### config.mk
export PLATFORM = sky130hd
export DESIGN_NAME = chs_sequencer_flat
export DESIGN_NICKNAME = d
export VERILOG_FILES = /design/src/rtl/chs_pkg.sv /design/src/rtl/chs_sequencer_if.sv /design/src/rtl/chs_auto_target.sv /design/src/rtl/chs_sequencer.sv /design/src/flat_wrapper.sv
export SDC_FILE = /design/constraint.sdc
export NUM_CORES = 1
export LEC_CHECK = 0
export ABC_AREA = 1
export BUFFER_PORTS_ARGS = -buffer_cell sky130_fd_sc_hd__buf_4
export CAP_MARGIN = 40
export CORE_ASPECT_RATIO = 1.75
export CORE_MARGIN = 2
export CORE_UTILIZATION = 61
export DETAILED_ROUTE_END_ITERATION = 8
export PLACE_DENSITY = 0.87
export SLEW_MARGIN = 20
export SYNTH_ARGS = -nofsm -noshare
export SYNTH_HDL_FRONTEND = slang
export SYNTH_SLANG_ARGS = --single-unit
export TNS_END_PERCENT = 10
### constraint.sdc
create_clock -name clk -period 2.8 [get_ports clk]
set_input_delay 0.14 -clock clk [delete_from_list [all_inputs] [get_ports clk]]
set_output_delay 0.14 -clock clk [all_outputs]
set_load 0.01 [all_outputs]
### src/rtl/chs_pkg.sv
// Shared constants for the cool/heat sequencer: FSM encodings, chs_conf
// field positions, mode values and parameter defaults.
package chs_pkg;

   localparam logic [1:0] ST_IDLE  = 2'd0;
   localparam logic [1:0] ST_RAMP  = 2'd1;
   localparam logic [1:0] ST_HOLD  = 2'd2;
   localparam logic [1:0] ST_DWELL = 2'd3;

   localparam logic [1:0] AUTO_OFF  = 2'd0;
   localparam logic [1:0] AUTO_COOL = 2'd1;
   localparam logic [1:0] AUTO_HEAT = 2'd2;

   localparam int unsigned CONF_EN        = 5;
   localparam int unsigned CONF_MODE      = 4;
   localparam int unsigned CONF_POWER_MSB = 3;
   localparam int unsigned CONF_POWER_LSB = 0;

   localparam logic MODE_COOL = 1'b1;
   localparam logic MODE_HEAT = 1'b0;

   localparam int unsigned RAMP_DIV_DEF  = 16;
   localparam int unsigned DWELL_CYC_DEF = 64;

   // |a-b| clamped to the 4-bit power range
   function automatic logic [3:0] sat_power(input logic [7:0] a, input logic [7:0] b);
      logic [7:0] diff;
      diff = (a >= b) ? (a - b) : (b - a);
      return (diff > 8'd15) ? 4'hF : diff[3:0];
   endfunction

endpackage

### src/rtl/chs_sequencer_if.sv
// Manual-command valid/ready channel into the sequencer.
interface chs_sequencer_if;

   logic       man_valid;
   logic [5:0] man_cmd;
   logic       man_ready;

   modport master (output man_valid, output man_cmd, input man_ready);
   modport slave  (input man_valid, input man_cmd, output man_ready);

endinterface

### src/rtl/chs_auto_target.sv
// Thermostat hysteresis: registered off/cool/heat decision plus the
// saturated power request that goes with it.
module chs_auto_target
   import chs_pkg::*;
(
   input  logic       clk,
   input  logic       arst,
   input  logic [7:0] temp,
   input  logic [7:0] setpoint,
   input  logic [3:0] hyst,
   output logic       mode,
   output logic [3:0] power
);

   logic [1:0] state;
   logic [1:0] state_d;
   logic [8:0] t9;
   logic [8:0] s9;
   logic [8:0] h9;

   assign t9 = {1'b0, temp};
   assign s9 = {1'b0, setpoint};
   assign h9 = {5'b0, hyst};

   always_comb begin
      state_d = state;
      case (state)
         AUTO_OFF: begin
            if (t9 > s9 + h9)      state_d = AUTO_COOL;
            else if (t9 + h9 < s9) state_d = AUTO_HEAT;
         end
         AUTO_COOL: if (!(t9 > s9)) state_d = AUTO_OFF;
         AUTO_HEAT: if (!(t9 < s9)) state_d = AUTO_OFF;
         default:   state_d = AUTO_OFF;
      endcase
   end

   // Power is registered alongside the decision so both move together.
   always_ff @(posedge clk or negedge arst) begin
      if (!arst) begin
         state <= AUTO_OFF;
         mode  <= MODE_HEAT;
         power <= '0;
      end else begin
         state <= state_d;
         mode  <= (state_d == AUTO_COOL) ? MODE_COOL : MODE_HEAT;
         power <= (state_d == AUTO_OFF) ? 4'h0 : sat_power(temp, setpoint);
      end
   end

endmodule

### src/rtl/chs_sequencer.sv
// Cool/heat power sequencer: ramps power one step at a time, and forces an
// off-time dwell before any mode reversal or shutdown.
module chs_sequencer
   import chs_pkg::*;
#(
   parameter int unsigned RAMP_DIV  = RAMP_DIV_DEF,
   parameter int unsigned DWELL_CYC = DWELL_CYC_DEF
) (
   input  logic           clk,
   input  logic           arst,
   input  logic [7:0]     temp,
   input  logic [7:0]     setpoint,
   input  logic [3:0]     hyst,
   chs_sequencer_if.slave man,
   output logic [7:0]     chs_conf,
   output logic           busy
);

   localparam int unsigned DIV_W = (RAMP_DIV > 1) ? $clog2(RAMP_DIV) : 1;
   localparam int unsigned DW_W  = (DWELL_CYC > 1) ? $clog2(DWELL_CYC) : 1;
   localparam logic [DIV_W-1:0] DIV_LAST   = DIV_W'(RAMP_DIV - 1);
   localparam logic [DW_W-1:0]  DWELL_LAST = DW_W'(DWELL_CYC - 1);

   logic [1:0]       state;
   logic             cur_mode;
   logic [3:0]       cur_power;
   logic [DIV_W-1:0] div_cnt;
   logic [DW_W-1:0]  dwell_cnt;
   logic             ovr;
   logic             man_mode;
   logic [3:0]       man_power;
   logic             auto_mode;
   logic [3:0]       auto_power;
   logic             tgt_mode;
   logic [3:0]       tgt_power;
   logic [3:0]       desired;
   logic [3:0]       step_power;
   logic             en;
   logic [7:0]       conf_d;

   chs_auto_target u_auto (
      .clk      (clk),
      .arst     (arst),
      .temp     (temp),
      .setpoint (setpoint),
      .hyst     (hyst),
      .mode     (auto_mode),
      .power    (auto_power)
   );

   assign man.man_ready = (state != ST_DWELL);
   assign busy          = (state != ST_IDLE);
   assign en            = (state == ST_RAMP) || (state == ST_HOLD);

   always_comb begin
      tgt_mode   = ovr ? man_mode  : auto_mode;
      tgt_power  = ovr ? man_power : auto_power;
      // A target in the other mode pulls power to zero first.
      desired    = (tgt_mode == cur_mode) ? tgt_power : 4'h0;
      step_power = cur_power;
      if (cur_power < desired)      step_power = cur_power + 4'd1;
      else if (cur_power > desired) step_power = cur_power - 4'd1;
   end

   always_comb begin
      conf_d = '0;
      if (en) begin
         conf_d[CONF_EN]                           = 1'b1;
         conf_d[CONF_MODE]                         = cur_mode;
         conf_d[CONF_POWER_MSB:CONF_POWER_LSB]     = cur_power;
      end
   end

   always_ff @(posedge clk or negedge arst) begin
      if (!arst) begin
         ovr       <= 1'b0;
         man_mode  <= MODE_HEAT;
         man_power <= '0;
      end else if (man.man_valid && man.man_ready) begin
         ovr <= man.man_cmd[5];
         if (man.man_cmd[5]) begin
            man_mode  <= man.man_cmd[4];
            man_power <= man.man_cmd[3:0];
         end
      end
   end

   always_ff @(posedge clk or negedge arst) begin
      if (!arst) begin
         state     <= ST_IDLE;
         cur_mode  <= MODE_HEAT;
         cur_power <= '0;
         div_cnt   <= '0;
         dwell_cnt <= '0;
      end else begin
         case (state)
            ST_IDLE: begin
               if (tgt_power != 4'h0) begin
                  cur_mode <= tgt_mode;
                  div_cnt  <= '0;
                  state    <= ST_RAMP;
               end
            end
            ST_RAMP: begin
               if (div_cnt == DIV_LAST) begin
                  div_cnt   <= '0;
                  dwell_cnt <= '0;
                  cur_power <= step_power;
                  if (step_power == desired)
                     state <= (desired == 4'h0) ? ST_DWELL : ST_HOLD;
               end else begin
                  div_cnt <= div_cnt + 1'b1;
               end
            end
            ST_HOLD: begin
               if ({tgt_mode, tgt_power} != {cur_mode, cur_power}) begin
                  div_cnt <= '0;
                  state   <= ST_RAMP;
               end
            end
            default: begin
               if (dwell_cnt == DWELL_LAST) begin
                  dwell_cnt <= '0;
                  if (tgt_power != 4'h0) begin
                     cur_mode <= tgt_mode;
                     div_cnt  <= '0;
                     state    <= ST_RAMP;
                  end else begin
                     state <= ST_IDLE;
                  end
               end else begin
                  dwell_cnt <= dwell_cnt + 1'b1;
               end
            end
         endcase
      end
   end

   always_ff @(posedge clk or negedge arst) begin
      if (!arst) chs_conf <= 8'h00;
      else       chs_conf <= conf_d;
   end

endmodule

### src/flat_wrapper.sv
// flat-port wrapper written by rule: the top's interface ports become plain ports
module chs_sequencer_flat import chs_pkg::*;
#(
   parameter int unsigned RAMP_DIV  = RAMP_DIV_DEF,
   parameter int unsigned DWELL_CYC = DWELL_CYC_DEF
)
  (clk, arst, temp, setpoint, hyst, chs_conf, busy, man_man_valid, man_man_cmd, man_man_ready);
  chs_sequencer_if man_i ();
  input  logic clk;
  input  logic arst;
  input  logic [7:0] temp;
  input  logic [7:0] setpoint;
  input  logic [3:0] hyst;
  output logic [7:0] chs_conf;
  output logic busy;
  input wire logic [$bits(man_i.man_valid)-1:0] man_man_valid;
  input wire logic [$bits(man_i.man_cmd)-1:0] man_man_cmd;
  output wire logic [$bits(man_i.man_ready)-1:0] man_man_ready;
  assign man_i.man_valid = man_man_valid;
  assign man_i.man_cmd = man_man_cmd;
  assign man_man_ready = man_i.man_ready;
  chs_sequencer #(.RAMP_DIV(RAMP_DIV), .DWELL_CYC(DWELL_CYC)) u_core (.clk(clk), .arst(arst), .temp(temp), .setpoint(setpoint), .hyst(hyst), .man(man_i), .chs_conf(chs_conf), .busy(busy));
endmodule
After elaboration in Yosys (flattened, before gate mapping)

Index checks and enable logic that the tools add are counted.

Add/subtract/negate cells: 8
Magnitude comparators: 8
Equal/unequal tests: 15
Multiplexer cells: 34
Bitwise gates (word level): 2
Reductions and logical operators: 18

Operators with widths:

| operator                                                               | count |
|---|---|
| 4-bit two-way mux                                                      | 10 |
| 8-bit by 4-bit adder with 9-bit output                                 | 2 |
| 2-bit two-way mux                                                      | 9 |
| 6-bit two-way mux                                                      | 3 |
| 8-bit subtractor                                                       | 2 |
| 2-bit case mux with 3 select lines                                     | 2 |
| 4-bit case mux with 3 select lines                                     | 1 |
| 6-bit case mux with 2 select lines                                     | 1 |
| 2-bit AND reduction                                                    | 5 |
| 8-bit by 9-bit > comparator with 1-bit output                          | 1 |
| 9-bit by 8-bit < comparator with 1-bit output                          | 1 |
| 4-bit by 1-bit adder with 4-bit output (second input constant)         | 2 |
| 8-bit >= comparator                                                    | 1 |
| 8-bit by 4-bit > comparator with 1-bit output (second input constant)  | 1 |
| 8-bit > comparator                                                     | 1 |
| 8-bit < comparator                                                     | 1 |
| 8-bit two-way mux                                                      | 1 |
| 2-bit != test (second input constant)                                  | 4 |
| 4-bit nonzero test                                                     | 2 |
| 6-bit by 1-bit adder with 6-bit output (second input constant)         | 1 |
| 2-bit by 1-bit equality test with 1-bit output (second input constant) | 3 |
| 6-bit equality test (second input constant)                            | 1 |
| 2-bit zero test                                                        | 3 |
| 1-bit two-way mux                                                      | 6 |
| other kinds (17)                                                       | 21 |

Bits in registers: 36
Input port bits: 29

Logic depth before layout (Yosys ltp)

Gate-level depths: netlist (run 1).

Word-level depth: 10
Gate-level depth with buffers: 22
Mapped depth without buffers: 21

Hierarchy

From an unflattened synthesis (run 1), not the netlist that was laid out.

Cells, all modules: 598
Area total of the unflattened synthesis: 4033.9 µm²

By module, submodules not included:

| module          | times used | cells an instance | area an instance (µm²) | seq. area each (µm²) |
|---|---|---|---|---|
| chs_sequencer   | 1          | 291               | 2040.7                 | 725.7 |
| chs_auto_target | 1          | 307               | 1993.2                 | 175.2 |

Least setup slack after synthesis (run 1)

No wires, ideal clock.

Kind: input to register
Start: in setpoint[0]
End: reg u_core.u_auto.power[0]
Setup time: 0.126 ns
Arrival time: 2.227 ns
Required time: 2.674 ns
Slack: 0.447 ns
Stages: 20
Buffers on the path: 0
Cells stage by stage: ha_1 > inv_1 > fa_1 > nor2_1 > a211oi_2 > xor2_1 > ha_1 > nand2_1 > nor2_1 > nand2_1 > nand3_1 > nand2_1 > nand2_1 > nand2_1 > nand2_1 > nand2_1 > nand3_1 > nand2_1 > nor2_1 > nor2_1

Cells in the longest elaborated chain, start to end: 6
Elaborated cells on any way between the ends: 18

Ends and longest elaborated chain:

| element                                                                                                 | RTL line                                     | RTL |
|---|---|---|
| start: declaration                                                                                      | flat_wrapper.sv:12                           | `input logic [7:0] setpoint;` |
| 8-bit by 4-bit adder with 9-bit output or 9-bit by 8-bit < comparator with 1-bit output (tied branches) | chs_auto_target.sv:29, chs_auto_target.sv:30 |  |
| 8-bit by 9-bit > comparator with 1-bit output or 2-bit two-way mux (tied branches)                      | chs_auto_target.sv:29, chs_auto_target.sv:30 |  |
| 2-bit two-way mux                                                                                       | chs_auto_target.sv:29                        | `if (t9 > s9 + h9) state_d = AUTO_COOL;` |
| 2-bit case mux with 3 select lines (*)                                                                  | chs_auto_target.sv:27                        | `case (state)` |
| named net u_core.u_auto.state_d[1]                                                                      | chs_auto_target.sv:16                        | `logic [1:0] state_d;` |
| 2-bit zero test (*)                                                                                     | chs_auto_target.sv:47                        | `power <= (state_d == AUTO_OFF) ? 4'h0 : sat_power(temp, setpoint);` |
| 4-bit two-way mux (*)                                                                                   | chs_auto_target.sv:47                        |  |
| end signal: assignment                                                                                  | chs_auto_target.sv:47                        |  |
| end: declaration                                                                                        | chs_auto_target.sv:12                        | `output logic [3:0] power` |

The timed path passes the listed nets; every way through them passes the cells marked *.
A chain may end at the register's enable or synchronous reset.

Worst setup path in the final report (run 1)

Start: reg u_core.ovr
End: reg u_core.state[0]

Cells in the longest elaborated chain, start to end: 9
Elaborated cells on any way between the ends: 22

Ends and longest elaborated chain:

| element                              | RTL line             | RTL |
|---|---|---|
| start: declaration                   | chs_sequencer.sv:29  | `logic ovr;` |
| start signal: assignment             | chs_sequencer.sv:80  | `ovr <= man.man_cmd[5];` |
| 1-bit two-way mux                    | chs_sequencer.sv:56  | `tgt_mode = ovr ? man_mode : auto_mode;` |
| 1-bit equality test                  | chs_sequencer.sv:59  | `desired = (tgt_mode == cur_mode) ? tgt_power : 4'h0;` |
| 4-bit two-way mux                    | chs_sequencer.sv:59  |  |
| 4-bit > comparator                   | chs_sequencer.sv:62  | `else if (cur_power > desired) step_power = cur_power - 4'd1;` |
| 4-bit two-way mux                    | chs_sequencer.sv:62  |  |
| 4-bit two-way mux                    | chs_sequencer.sv:61  | `if (cur_power < desired) step_power = cur_power + 4'd1;` |
| 4-bit equality test                  | chs_sequencer.sv:109 | `if (step_power == desired)` |
| 2-bit != test (no source line)       | --                   |  |
| 5-bit AND reduction (no source line) | --                   |  |
| end signal: assignment               | chs_sequencer.sv:110 | `state <= (desired == 4'h0) ? ST_DWELL : ST_HOLD;` |
| end: declaration                     | chs_sequencer.sv:24  | `logic [1:0] state;` |

Several ways; a longest one is shown, not always the timed one. The select of a mux whose other input is x is not followed.

==> results of run 1 <==
[worst reg2reg max path, cell delays in order (launching register included)]
cell                      delay [ps]
sky130_fd_sc_hd__dfrtp_2         470
sky130_fd_sc_hd__inv_6           100
sky130_fd_sc_hd__nand2_1          60
sky130_fd_sc_hd__nand3_1         120
sky130_fd_sc_hd__nand2_4         110
sky130_fd_sc_hd__nor2_4          110
sky130_fd_sc_hd__inv_1           100
sky130_fd_sc_hd__ha_4            300
sky130_fd_sc_hd__nand2_2          80
sky130_fd_sc_hd__nor2_2          190
sky130_fd_sc_hd__nand2_1          70
sky130_fd_sc_hd__o21ai_1          80
sky130_fd_sc_hd__nand2_1          80
sky130_fd_sc_hd__nand3_1          70
sky130_fd_sc_hd__nand2_1         110
sky130_fd_sc_hd__inv_1            80
sky130_fd_sc_hd__nand2_1          50
sky130_fd_sc_hd__nor2_1           90
sky130_fd_sc_hd__nand2_1          90
sky130_fd_sc_hd__nand3_1          80
sky130_fd_sc_hd__nand2_1          60
[cells by family (layout without fill, tap and decap cells)]
group | count (synthesis) | in the layout | share of synthesized area [%]
simple gates | 276 | 276 | 32.3
buf+inv | 106 | 145 | 11.3
compound gates | 65 | 65 | 9.87
fa+ha+maj | 54 | 54 | 18.1
flops | 36 | 36 | 23.2
xor+xnor | 19 | 19 | 4.28
mux | 3 | 3 | 0.868
other cells | 1 | 2 | 0.0964
[timing repair]
item / 4_1_cts / 5_1_grt
endpoints found under the hold margin: 36 / 0
hold buffers: 1 / 0
setup buffers: 0 / 1
resized for setup: 0 / 9
setup endpoints to repair: 0 / 2
[through the flow]
step	TNS, ps	cells	cell area (um2)	setup slack (ps)	util [%]
final	0	680	4380	196	70.9
after global routing	-14.6	680	4380	-14.6	70.9
after CTS	0	679	4330	63.8	70.0
after detailed placement	-95.6	670	4210	-27.2	68.1
after global placement	0	670	4210	59.0	68.1
after floorplan	0	561	3890	447	-
[worst max path at each step]
stage	startpoint	to	slack [ps]
6_report	u_core.ovr	u_core.state[0]	200
3_3_place_gp	setpoint[1]	u_core.u_auto.power[2]	60
5_1_grt	u_core.ovr	u_core.state[0]	-10
3_5_place_dp	setpoint[0]	u_core.u_auto.power[2]	-30
2_1_floorplan	setpoint[0]	u_core.u_auto.power[0]	450
4_1_cts	u_core.ovr	u_core.state[0]	60
[layout make-up]
type	count	area, um2	area share, %
inverters	98	373	8.51
well taps	80	100	2.28
clock buffers	5	68.8	1.57
multi-input cells	419	2600	59.3
repair buffers	39	295	6.74
clock inverters	3	42.5	0.971
flip-flops and latches	36	902	20.6
[sequential cells by signal, summed over array words and instances (netlist names)]
name                 flops
u_core.chs_conf          6
u_core.dwell_cnt         6
u_core.cur_power         4
u_core.div_cnt           4
u_core.man_power         4
u_core.u_auto.power      4
u_core.state             2
u_core.u_auto.state      2
u_core.cur_mode          1
u_core.man_mode          1
u_core.ovr               1
u_core.u_auto.mode       1
[Yosys cell counts, types with 6 or more instances]
cell type and instances:
sky130_fd_sc_hd__nand2_1 152, sky130_fd_sc_hd__nand3_1 37, sky130_fd_sc_hd__nor2_1 44, sky130_fd_sc_hd__xor2_1 15
sky130_fd_sc_hd__inv_1 91, sky130_fd_sc_hd__o21ai_0 16, sky130_fd_sc_hd__inv_2 6, sky130_fd_sc_hd__a21oi_1 27
sky130_fd_sc_hd__nand2_2 7, sky130_fd_sc_hd__nor3_1 7, sky130_fd_sc_hd__nor2_2 6, sky130_fd_sc_hd__dfrtp_1 36
sky130_fd_sc_hd__ha_1 50
[power by group through the flow]
stage | clock, mW | combinational (mW) | sequential (mW)
after CTS | 0.461 | 1.90 | 0.786
after global placement | 0 | 1.81 | 0.787
after global routing | 0.482 | 2.24 | 0.806
after floorplan | 0 | 1.45 | 0.765
after detailed placement | 0 | 1.88 | 0.794
final | 0.459 | 1.99 | 0.788
[routing by layer]
metal | wire [um] | vias up | track usage (%)
met5 | 0 | - | 0
li1 | - | 1840 | -
met3 | 354 | 50 | 2.76
met2 | 5380 | 130 | 59.7
met4 | 560 | 0 | 18.7
met1 | 3010 | 1715 | 23.4
==> metrics.txt, run 1 <==
# TYPE chip_impl_metric gauge
chip_impl_metric{name="avgViaCountPerCell",unit=""} 5.49
chip_impl_metric{name="drt_drc_violations_left",unit=""} 0
chip_impl_metric{name="gpl.final_weighted_congestion",unit=""} 0.922
chip_impl_info{name="leading_cell_type_in_the_layout_fill_and_taps_excluded",value="sky130_fd_sc_hd__nand2_1"} 1
chip_impl_info{name="synth_ff_type",value="sky130_fd_sc_hd__dfrtp_1"} 1
chip_impl_metric{name="final_layout_size_suffix_gt1_share",unit="%"} 15.8
chip_impl_info{name="end_kind",value="register"} 1
chip_impl_metric{name="critPathArrivalTime",unit="ps"} 2790
chip_impl_metric{name="maxCapViolCount",unit=""} 0
chip_impl_metric{name="detail_route.iter0.violations",unit=""} 274
chip_impl_info{name="critical_path.top_delay_family",value="simple AND/OR/NAND/NOR gates"} 1
chip_impl_info{name="worst_setup_path_start_kind",value="register"} 1
chip_impl_metric{name="boundaryPins",unit=""} 39
chip_impl_metric{name="min_delay_path_depth",unit=""} 2
chip_impl_metric{name="fin_hold_ws",unit="ps"} 74.8
chip_impl_metric{name="area.growth.synth_to_final",unit="%"} 12.6
chip_impl_metric{name="ys_seq_elements",unit=""} 36
chip_impl_metric{name="htreeDepth",unit=""} 2
chip_impl_metric{name="placement.io_buffers",unit=""} 36
chip_impl_metric{name="first_global_vias",unit=""} 3836
chip_impl_metric{name="critical_path.max_stage_delay",unit="ps"} 470
chip_impl_metric{name="drt_wl_total",unit="mm"} 9.31
chip_impl_metric{name="number_of_inserted_diodes",unit=""} 0
chip_impl_metric{name="ir_drop",unit="V"} 0.000275
chip_impl_metric{name="worst_clock_skew",unit="ps"} 4.66
chip_impl_metric{name="synth-edff-count",unit=""} 0
chip_impl_info{name="tritoncts",value="done"} 1
chip_impl_metric{name="power.density_cell_area",unit="mW/mm2"} 740
chip_impl_metric{name="async_flop_share",unit="%"} 100
chip_impl_metric{name="postSynthAreaPerCell",unit="um2"} 6.95
chip_impl_metric{name="fp.dieW",unit="um"} 64.4
chip_impl_info{name="worst_path_most_repeated_cell",value="sky130_fd_sc_hd__nand2_1"} 1
chip_impl_metric{name="die_h",unit="um"} 110
chip_impl_metric{name="wire_per_inst",unit="um"} 13.7
chip_impl_metric{name="final_antenna_net_count",unit=""} 0
chip_impl_metric{name="tritoncts.num_buffers",unit=""} 5
chip_impl_metric{name="drt_pre_antenna_iters",unit=""} 7
chip_impl_metric{name="largest_net_degree_at_the_start_of_global_routing",unit=""} 37
chip_impl_metric{name="hpwl",unit="mm"} 7.64
chip_impl_metric{name="post_synth_num_cell_types",unit=""} 43
chip_impl_metric{name="grt.total_usage",unit="%"} 28.3
chip_impl_metric{name="initial_core_util",unit="%"} 62.9
chip_impl_metric{name="rows",unit=""} 38
chip_impl_metric{name="setup.reg_to_reg.worst_slack",unit="ps"} 200
chip_impl_metric{name="sw_frac_of_total",unit="%"} 49.1
chip_impl_metric{name="mappedNetlistArea",unit="mm2"} 0.00389
chip_impl_metric{name="cellInternalPower",unit="mW"} 1.65
chip_impl_metric{name="leakagePower",unit="nW"} 2.45
chip_impl_metric{name="num-nets-final",unit=""} 682
chip_impl_info{name="critical_path.cell_chain",value="inv_6 > nand2_1 > nand3_1 > nand2_4 > nor2_4 > inv_1 > ha_4 > nand2_2 > nor2_2 > nand2_1 > o21ai_1 > nand2_1 > nand3_1 > nand2_1 > inv_1 > nand2_1 > nor2_1 > nand2_1 > nand3_1 > nand2_1"} 1
chip_impl_metric{name="timing.critical_path.fanout_max",unit=""} 8
chip_impl_metric{name="combPwrFrac",unit="%"} 61.5
chip_impl_info{name="crit-reg2reg-capture",value="u_core.state[0]"} 1
chip_impl_metric{name="reg2regPathDepth",unit=""} 20
chip_impl_metric{name="route.vias.total",unit=""} 3735
chip_impl_metric{name="seq_power_share",unit="%"} 24.3
chip_impl_metric{name="fillers",unit=""} 507
chip_impl_metric{name="grt_first_pass_wirelength",unit="mm"} 15.6
chip_impl_metric{name="ys_seq_area_share",unit="%"} 23.2
chip_impl_metric{name="max-slew-margin-rel",unit="%"} 61.3
chip_impl_metric{name="max_frequency",unit="GHz"} 0.384
chip_impl_metric{name="grt_antenna_before_repair",unit=""} 0
chip_impl_info{name="worst_hold_startpoint",value="man_man_cmd[2]"} 1
chip_impl_info{name="crit_path_max_delay_cell_type",value="sky130_fd_sc_hd__dfrtp_2"} 1
chip_impl_info{name="yosysTopAreaCell",value="sky130_fd_sc_hd__dfrtp_1"} 1
chip_impl_info{name="ys_top_cells_by_area",value="sky130_fd_sc_hd__dfrtp_1, sky130_fd_sc_hd__ha_1, sky130_fd_sc_hd__nand2_1"} 1
chip_impl_metric{name="design.core.area",unit="mm2"} 0.00618
chip_impl_metric{name="hold_viol",unit=""} 0
chip_impl_info{name="worstReg2RegStart",value="u_core.ovr"} 1
chip_impl_metric{name="tightest_slew",unit="ps"} 578
chip_impl_metric{name="critical_path.n_buffers_inverters",unit=""} 3
chip_impl_metric{name="report.final.setup_viol",unit=""} 0
chip_impl_info{name="worst-setup-path-type",value="reg2reg"} 1
chip_impl_metric{name="worst_setup_hold_path_clk_slew",unit="ps"} 80
chip_impl_metric{name="slew_violations",unit=""} 0
chip_impl_metric{name="critPathRequiredTime",unit="ps"} 2990
chip_impl_metric{name="numClockSinks",unit=""} 36
chip_impl_metric{name="clock_power_share",unit="%"} 14.2
chip_impl_metric{name="post-route-period-util",unit="%"} 93.0
chip_impl_metric{name="yosysWarningCount",unit=""} 0
chip_impl_info{name="hold_class",value="in2reg"} 1
chip_impl_metric{name="clk_path_buf_depth",unit=""} 2
chip_impl_info{name="layout.cells.most_common_list",value="sky130_fd_sc_hd__nand2_1, sky130_fd_sc_hd__inv_1, sky130_fd_sc_hd__ha_1, sky130_fd_sc_hd__nor2_1, sky130_fd_sc_hd__buf_4"} 1
chip_impl_metric{name="period_minus_slack",unit="ps"} 2600
chip_impl_metric{name="die_area",unit="mm2"} 0.00706
chip_impl_metric{name="clock_insertion_delay_worst_skew",unit="ps"} 300
chip_impl_metric{name="design_power_total",unit="mW"} 3.24
chip_impl_info{name="cts_root_buf",value="sky130_fd_sc_hd__clkbuf_8"} 1
chip_impl_metric{name="synth_top_cell_area_share",unit="%"} 23.2
chip_impl_metric{name="worst-path-stages",unit=""} 20
chip_impl_metric{name="grt-ovfl-total",unit=""} 0
chip_impl_info{name="result_of_the_run",value="finished, final reports clean"} 1
chip_impl_info{name="whs_endpoint",value="u_core.man_power[2]"} 1
chip_impl_metric{name="synthCells",unit=""} 560
chip_impl_metric{name="switching_power",unit="mW"} 1.59
No activity file was read; power rests on OpenSTA's default activity.
==> run 2, diff against run 1 <==
Settings changed: BUFFER_PORTS_ARGS -buffer_cell sky130_fd_sc_hd__buf_4 to unset, CORE_UTILIZATION 61 to 65, DONT_BUFFER_PORTS set to 1, PLACE_DENSITY 0.87 to 0.86.
==> run 2 against run 1 <==
Largest cell class unchanged. Via count shrank 3.7%. Clock power grew 11%. Utilization grew 0.37 points. Global-route usage grew 1.7 points. Largest power group unchanged. Maximum frequency shrank 2.0%. Combinational power shrank 4%. Critical path depth is the same. Highest routed layer unchanged. Flip-flop and latch count is the same. Cell area shrank 5.1%.
==> metrics.txt, run 2 (synthesis results as in run 1) <==
# TYPE chip_impl_metric gauge
chip_impl_metric{name="drt_pre_antenna_iters",unit=""} 4
chip_impl_metric{name="grt.total_usage",unit="%"} 30.0
chip_impl_metric{name="power.density_cell_area",unit="mW/mm2"} 774
chip_impl_metric{name="boundaryPins",unit=""} 39
chip_impl_metric{name="critPathArrivalTime",unit="ps"} 2850
chip_impl_info{name="result_of_the_run",value="finished, final reports clean"} 1
chip_impl_metric{name="critical_path.max_stage_delay",unit="ps"} 470
chip_impl_metric{name="tightest_slew",unit="ps"} 604
chip_impl_metric{name="placement.io_buffers",unit=""} 0
chip_impl_metric{name="design.core.area",unit="mm2"} 0.00583
chip_impl_metric{name="largest_net_degree_at_the_start_of_global_routing",unit=""} 37
chip_impl_metric{name="final_antenna_net_count",unit=""} 0
chip_impl_metric{name="max_frequency",unit="GHz"} 0.377
chip_impl_metric{name="report.final.setup_viol",unit=""} 0
chip_impl_metric{name="route.vias.total",unit=""} 3595
chip_impl_metric{name="initial_core_util",unit="%"} 66.7
chip_impl_info{name="leading_cell_type_in_the_layout_fill_and_taps_excluded",value="sky130_fd_sc_hd__nand2_1"} 1
chip_impl_metric{name="critPathRequiredTime",unit="ps"} 3000
chip_impl_metric{name="numClockSinks",unit=""} 36
chip_impl_metric{name="wire_per_inst",unit="um"} 14.3
chip_impl_metric{name="grt-ovfl-total",unit=""} 0
chip_impl_metric{name="slew_violations",unit=""} 0
chip_impl_metric{name="fp.dieW",unit="um"} 62.5
chip_impl_metric{name="worst_setup_hold_path_clk_slew",unit="ps"} 70
chip_impl_metric{name="worst-path-stages",unit=""} 20
chip_impl_metric{name="drt_drc_violations_left",unit=""} 0
chip_impl_metric{name="die_area",unit="mm2"} 0.00664
chip_impl_info{name="cts_root_buf",value="sky130_fd_sc_hd__clkbuf_8"} 1
chip_impl_metric{name="htreeDepth",unit=""} 2
chip_impl_metric{name="max-slew-margin-rel",unit="%"} 59.6
chip_impl_info{name="critical_path.cell_chain",value="inv_6 > nand2_2 > nand3_1 > nand2_2 > nor2_2 > inv_1 > ha_4 > nand2_2 > nor2_2 > nand2_1 > o21ai_1 > nand2_1 > nand3_1 > nand2_1 > inv_1 > nand2_1 > nor2_1 > nand2_1 > nand3_1 > nand2_1"} 1
chip_impl_metric{name="avgViaCountPerCell",unit=""} 5.57
chip_impl_metric{name="timing.critical_path.fanout_max",unit=""} 8
chip_impl_metric{name="period_minus_slack",unit="ps"} 2660
chip_impl_info{name="worst-setup-path-type",value="reg2reg"} 1
chip_impl_metric{name="fin_hold_ws",unit="ps"} 1.14
chip_impl_metric{name="rows",unit=""} 37
chip_impl_metric{name="fin_util",unit="%"} 71.3
chip_impl_metric{name="hpwl",unit="mm"} 7.39
chip_impl_metric{name="final_layout_size_suffix_gt1_share",unit="%"} 10.9
chip_impl_info{name="layout.cells.most_common_list",value="sky130_fd_sc_hd__nand2_1, sky130_fd_sc_hd__inv_1, sky130_fd_sc_hd__ha_1, sky130_fd_sc_hd__nor2_1, sky130_fd_sc_hd__nand3_1"} 1
chip_impl_metric{name="reg2regPathDepth",unit=""} 20
chip_impl_metric{name="tritoncts.num_buffers",unit=""} 5
chip_impl_metric{name="num-nets-final",unit=""} 650
chip_impl_info{name="end_kind",value="register"} 1
chip_impl_metric{name="detail_route.iter0.violations",unit=""} 347
chip_impl_metric{name="post-route-period-util",unit="%"} 94.8
chip_impl_info{name="largest_registers",value="u_core.chs_conf (6), u_core.dwell_cnt (6)"} 1
chip_impl_metric{name="worst_clock_skew",unit="ps"} 4.09
chip_impl_info{name="hold_class",value="in2reg"} 1
chip_impl_metric{name="first_global_vias",unit=""} 3817
chip_impl_metric{name="number_of_inserted_diodes",unit=""} 0
chip_impl_metric{name="grt_antenna_before_repair",unit=""} 0
chip_impl_metric{name="timing.final.ws_setup",unit="ps"} 144
chip_impl_info{name="crit_path_max_delay_cell_type",value="sky130_fd_sc_hd__dfrtp_2"} 1
chip_impl_metric{name="area.growth.synth_to_final",unit="%"} 6.85
chip_impl_info{name="unrepaired_setup_endpoints_after_global_routing",value="no"} 1
chip_impl_metric{name="leakagePower",unit="nW"} 2.31
chip_impl_info{name="critical_path.top_delay_family",value="simple AND/OR/NAND/NOR gates"} 1
chip_impl_metric{name="drt_wl_total",unit="mm"} 9.27
chip_impl_metric{name="pre_cts_ws",unit="ps"} -28.2
chip_impl_metric{name="maxCapViolCount",unit=""} 0
chip_impl_metric{name="min_delay_path_depth",unit=""} 2
chip_impl_info{name="worst_setup_path_start_kind",value="register"} 1
chip_impl_metric{name="gpl.final_weighted_congestion",unit=""} 0.943
chip_impl_metric{name="clk_path_buf_depth",unit=""} 2
chip_impl_metric{name="grt_first_pass_wirelength",unit="mm"} 15.9
chip_impl_metric{name="critical_path.n_buffers_inverters",unit=""} 3
chip_impl_metric{name="die_h",unit="um"} 106
chip_impl_metric{name="hold_viol",unit=""} 0
chip_impl_metric{name="finalSetupTns",unit="ps"} 0
chip_impl_info{name="worst_path_most_repeated_cell",value="sky130_fd_sc_hd__nand2_1"} 1
chip_impl_metric{name="clock_insertion_delay_worst_skew",unit="ps"} 300
chip_impl_info{name="tritoncts",value="done"} 1
chip_impl_metric{name="ir_drop",unit="V"} 0.000299
==> run 2: cell types whose count changed in the layout (fill, tap and decap cells not counted), moves of 2 or more <==
| cell | before | now |
|---|---|---|
| sky130_fd_sc_hd__nor2_2 | 5 | 7 |
| sky130_fd_sc_hd__buf_4 | 38 | 3 |
| sky130_fd_sc_hd__clkbuf_8 | 5 | 7 |
| sky130_fd_sc_hd__dlygate4sd3_1 | 1 | 3 |
| sky130_fd_sc_hd__nand2_2 | 7 | 10 |
| sky130_fd_sc_hd__nand2_1 | 151 | 149 |
| sky130_fd_sc_hd__nor2_4 | 2 | 0 |
==> run 2: path summary, 6_finish.rpt <==
path | from | end | slack, ps
setup / recovery | u_core.ovr | u_core.state[0] | 140
hold / removal | man_man_cmd[4] | u_core.man_mode | 1
setup reg to reg | u_core.ovr | u_core.state[0] | 140
hold reg to reg | u_core.cur_mode | u_core.chs_conf[4] | 500
max in group asynchronous | arst | u_core.ovr | 2300
min in group asynchronous | arst | u_core.state[1] | 310
==> run 2: report_power, final <==
part | leakage, nW | total, mW | internal (mW) | switching [mW]
Combinational | 1.78 | 1.91 | 0.654 | 1.25
Clock | 0.0645 | 0.509 | 0.314 | 0.195
Sequential | 0.458 | 0.798 | 0.680 | 0.118
Total | 2.31 | 3.22 | 1.65 | 1.57
==> run 2: layer usage <==
metal  global-route usage, %  wire length, um
met4                    20.5              552
met3                    3.81              348
met5                       0                0
met2                    60.8             5320
met1                    26.0             3040
==> run 2: layout make-up <==
| cell class | instances | area, um2 |
|---|---|---|
| Clock buffer | 7 | 96.3 |
| Clock inverter | 1 | 30.0 |
| Fill cell | 485 | 1680 |
| Inverter | 98 | 373 |
| Multi-Input combinational cell | 419 | 2580 |
| Sequential cell | 36 | 902 |
| Tap cell | 78 | 97.6 |
| Timing Repair Buffer | 7 | 72.6 |
==> run 2: what timing repair did <==
| action | 4_1_cts | 5_1_grt |
|---|---|---|
| setup buffers | 0 | 2 |
| resized for setup | 0 | 7 |
| hold buffers | 3 | 1 |
| hold endpoints to repair | 37 | 1 |
| setup endpoints to repair | 0 | 6 |
==> run 2: through the flow <==
stage	total power [mW]	cells	instance area (um2)
finish	3.22	646	4160
global route	3.50	646	4160
CTS	3.13	643	4100
detailed placement	2.58	632	3930
global placement	2.50	632	3930
floorplan	2.22	561	3890
==> run 2: worst reg2reg max path, stage by stage, from the launching register on <==
cell and delay [ps]:
sky130_fd_sc_hd__dfrtp_2 470, sky130_fd_sc_hd__inv_6 100, sky130_fd_sc_hd__nand2_2 60, sky130_fd_sc_hd__nand3_1 70, sky130_fd_sc_hd__nand2_2 110, sky130_fd_sc_hd__nor2_2 140
sky130_fd_sc_hd__inv_1 110, sky130_fd_sc_hd__ha_4 310, sky130_fd_sc_hd__nand2_2 80, sky130_fd_sc_hd__nor2_2 190, sky130_fd_sc_hd__nand2_1 90, sky130_fd_sc_hd__o21ai_1 100
sky130_fd_sc_hd__nand2_1 110, sky130_fd_sc_hd__nand3_1 80, sky130_fd_sc_hd__nand2_1 70, sky130_fd_sc_hd__inv_1 60, sky130_fd_sc_hd__nand2_1 60, sky130_fd_sc_hd__nor2_1 110
sky130_fd_sc_hd__nand2_1 100, sky130_fd_sc_hd__nand3_1 90, sky130_fd_sc_hd__nand2_1 50
==> run 3, diff against run 2 <==
Settings changed: MAX_ROUTING_LAYER set to met4.
==> run 3 against run 2 <==
Final cell count is the same. Utilization decreased by 0.67 points. Critical path depth unchanged. Die area did not move. Routed wire length shrank 1.2%. Sequential power about the same. Non-clock buffer count did not move. First-iteration DRC count down 6.9%. Via count shrank 0.14%. Clock power shrank 27%. Count of clock-buffer cells in the layout down 2. Cell area is 0.93% lower.
==> metrics.txt, run 3 (synthesis results as in run 1) <==
# TYPE chip_impl_metric gauge
chip_impl_metric{name="fin_util",unit="%"} 70.6
chip_impl_metric{name="pre_cts_ws",unit="ps"} -76.8
chip_impl_metric{name="largest_net_degree_at_the_start_of_global_routing",unit=""} 37
chip_impl_metric{name="period_minus_slack",unit="ps"} 2660
chip_impl_info{name="global_route.peak_usage_layer",value="met2"} 1
chip_impl_metric{name="multi_input_comb_area",unit="mm2"} 0.00258
chip_impl_metric{name="hold_viol",unit=""} 0
chip_impl_metric{name="clk_path_buf_depth",unit=""} 2
chip_impl_metric{name="timing.final.ws_setup",unit="ps"} 137
chip_impl_metric{name="boundaryPins",unit=""} 39
chip_impl_metric{name="maxCapViolCount",unit=""} 0
chip_impl_info{name="result_of_the_run",value="finished, final reports clean"} 1
chip_impl_metric{name="drt_drc_violations_left",unit=""} 0
chip_impl_metric{name="final_cell_area",unit="mm2"} 0.00412
chip_impl_metric{name="grt-ovfl-total",unit=""} 0
chip_impl_metric{name="grt.total_usage",unit="%"} 29.4
chip_impl_info{name="leading_cell_type_in_the_layout_fill_and_taps_excluded",value="sky130_fd_sc_hd__nand2_1"} 1
chip_impl_metric{name="max-slew-margin-rel",unit="%"} 58.0
chip_impl_metric{name="post-route-period-util",unit="%"} 95.1
chip_impl_metric{name="clock_insertion_delay_worst_skew",unit="ps"} 300
chip_impl_metric{name="placement.io_buffers",unit=""} 0
chip_impl_metric{name="avgViaCountPerCell",unit=""} 5.56
chip_impl_metric{name="final_layout_size_suffix_gt1_share",unit="%"} 10.2
chip_impl_metric{name="worst_clock_skew",unit="ps"} 10.9
chip_impl_info{name="layout.cells.most_common_list",value="sky130_fd_sc_hd__nand2_1, sky130_fd_sc_hd__inv_1, sky130_fd_sc_hd__ha_1, sky130_fd_sc_hd__nor2_1, sky130_fd_sc_hd__nand3_1"} 1
chip_impl_info{name="worst_setup_path_start_kind",value="register"} 1
chip_impl_metric{name="grt_antenna_before_repair",unit=""} 0
chip_impl_metric{name="initial_core_util",unit="%"} 66.7
chip_impl_metric{name="drt_wl_total",unit="mm"} 9.16
chip_impl_metric{name="htreeDepth",unit=""} 2
chip_impl_metric{name="final_antenna_net_count",unit=""} 0
chip_impl_metric{name="regArea",unit="um2"} 902
chip_impl_metric{name="area.growth.synth_to_final",unit="%"} 5.85
chip_impl_metric{name="report.final.setup_viol",unit=""} 0
chip_impl_info{name="worst-setup-path-type",value="reg2reg"} 1
chip_impl_metric{name="num-nets-final",unit=""} 650
chip_impl_metric{name="setup.reg_to_reg.worst_slack",unit="ps"} 140
chip_impl_metric{name="gpl.final_weighted_congestion",unit=""} 0.959
chip_impl_metric{name="detail_route.iter0.violations",unit=""} 323
chip_impl_metric{name="grt.met1_usage",unit="%"} 24.9
chip_impl_metric{name="placed_cell_area",unit="mm2"} 0.00393
chip_impl_metric{name="reg2regPathDepth",unit=""} 20
chip_impl_info{name="tritoncts",value="done"} 1
chip_impl_info{name="worst_hold_startpoint",value="man_man_cmd[4]"} 1
chip_impl_metric{name="fp.dieW",unit="um"} 62.5
chip_impl_metric{name="hpwl",unit="mm"} 7.44
chip_impl_metric{name="die_area",unit="mm2"} 0.00664
chip_impl_metric{name="design.core.area",unit="mm2"} 0.00583
chip_impl_info{name="end_kind",value="register"} 1
chip_impl_metric{name="leakagePower",unit="nW"} 2.29
chip_impl_metric{name="first_global_vias",unit=""} 3743
chip_impl_metric{name="worst_setup_hold_path_clk_slew",unit="ps"} 80
chip_impl_metric{name="grt_first_pass_wirelength",unit="mm"} 15.5
chip_impl_metric{name="tightest_slew",unit="ps"} 628
chip_impl_metric{name="met3_global_route_usage",unit="%"} 3.81
chip_impl_metric{name="slew_violations",unit=""} 0
chip_impl_info{name="largest_registers",value="u_core.chs_conf (6), u_core.dwell_cnt (6)"} 1
chip_impl_metric{name="design_power_total",unit="mW"} 3.09
chip_impl_info{name="worstReg2RegStart",value="u_core.ovr"} 1
chip_impl_metric{name="wire_per_inst",unit="um"} 14.2
chip_impl_metric{name="finalSetupTns",unit="ps"} 0
chip_impl_metric{name="numClockSinks",unit=""} 36
chip_impl_metric{name="rows",unit=""} 37
chip_impl_metric{name="critPathArrivalTime",unit="ps"} 2860
chip_impl_metric{name="drt_pre_antenna_iters",unit=""} 5
chip_impl_metric{name="number_of_inserted_diodes",unit=""} 0
chip_impl_info{name="crit-reg2reg-capture",value="u_core.state[0]"} 1
chip_impl_metric{name="max_frequency",unit="GHz"} 0.375
chip_impl_metric{name="route.vias.total",unit=""} 3590
chip_impl_info{name="whs_endpoint",value="u_core.man_mode"} 1
chip_impl_metric{name="ir_drop",unit="V"} 0.000273
chip_impl_metric{name="critPathRequiredTime",unit="ps"} 3000
chip_impl_metric{name="grtUsageMet2",unit="%"} 58.2
chip_impl_metric{name="die_h",unit="um"} 106
chip_impl_info{name="cts_root_buf",value="sky130_fd_sc_hd__clkbuf_8"} 1
chip_impl_metric{name="fillers",unit=""} 486
chip_impl_metric{name="tritoncts.num_buffers",unit=""} 5
chip_impl_metric{name="timing.critical_path.fanout_max",unit=""} 8
chip_impl_metric{name="power.density_cell_area",unit="mW/mm2"} 750
chip_impl_metric{name="min_delay_path_depth",unit=""} 2
chip_impl_info{name="hold_class",value="in2reg"} 1
-- run 3: cell types whose count changed in the layout (fill, tap and decap cells not counted), sizes merged --
| cell | previous run | this run |
|---|---|---|
| bufinv | 1 | 0 |
| buf | 4 | 3 |
| clkinv | 0 | 3 |
| dlygate4sd3 | 3 | 4 |
| clkbuf | 7 | 5 |
-- run 3: per-layer routing --
layer | share of wire, % | wire length (um)
met5 | 0 | 0
met4 | 5.9 | 539
met3 | 3.9 | 359
met2 | 57 | 5240
met1 | 33 | 3010
-- run 3: cell type report --
| type | instances | area share (%) |
|---|---|---|
| flip-flops and latches | 36 | 21.9 |
| clock inverters | 3 | 0.456 |
| well taps | 78 | 2.37 |
| clock buffers | 5 | 1.67 |
| multi-input cells | 419 | 62.7 |
| repair buffers | 7 | 1.82 |
| inverters | 98 | 9.06 |
-- run 3: critical path: stages, from the launching register on --
cell and delay [ps]:
sky130_fd_sc_hd__dfrtp_2 460, sky130_fd_sc_hd__inv_6 100, sky130_fd_sc_hd__nand2_1 60, sky130_fd_sc_hd__nand3_1 120
sky130_fd_sc_hd__nand2_4 110, sky130_fd_sc_hd__nor2_4 110, sky130_fd_sc_hd__inv_1 80, sky130_fd_sc_hd__ha_1 370
sky130_fd_sc_hd__nand2_2 120, sky130_fd_sc_hd__inv_2 70, sky130_fd_sc_hd__nand2_2 80, sky130_fd_sc_hd__nand2_2 110
sky130_fd_sc_hd__nand2_1 80, sky130_fd_sc_hd__nand3_1 140, sky130_fd_sc_hd__nand2_1 110, sky130_fd_sc_hd__nand2_1 70
sky130_fd_sc_hd__nand2_1 70, sky130_fd_sc_hd__nor2_1 100, sky130_fd_sc_hd__nand2_1 90, sky130_fd_sc_hd__nand3_1 80
sky130_fd_sc_hd__nand2_1 50
-- run 3: timing repair --
| item | CTS | global route |
|---|---|---|
| resized for setup | 0 | 7 |
| buffers inserted | 0 | 1 |
| hold buffers | 5 | 0 |
| endpoints found under the setup margin | 0 | 3 |
| endpoints found under the hold margin | 39 | 0 |
-- run 3: where the power goes --
group	internal, mW	switching [mW]	total [mW]
clock	0.173	0.199	0.373
sequential	0.679	0.121	0.801
combinational	0.650	1.27	1.92
total	1.50	1.59	3.09
-- run 3: through the flow --
stage | instances | hold slack (ps)
3_5_place_dp | 632 | -155
6_report | 646 | 9.32
5_1_grt | 646 | 23.5
4_1_cts | 645 | 9.20
2_1_floorplan | 561 | -156
3_3_place_gp | 632 | -155
-- run 3: how the worst max path moves through the flow --
stage                           start                     end  slack (ps)  cells after the start
final                      u_core.ovr         u_core.state[0]         140                     20
after floorplan           setpoint[0]  u_core.u_auto.power[0]         450                     20
after detailed placement  setpoint[0]  u_core.u_auto.power[0]         -80                     20
after global placement    setpoint[0]  u_core.u_auto.power[0]           3                     20
after global routing       u_core.ovr         u_core.state[0]         -40                     21
after CTS                  u_core.ovr         u_core.state[0]         130                     19
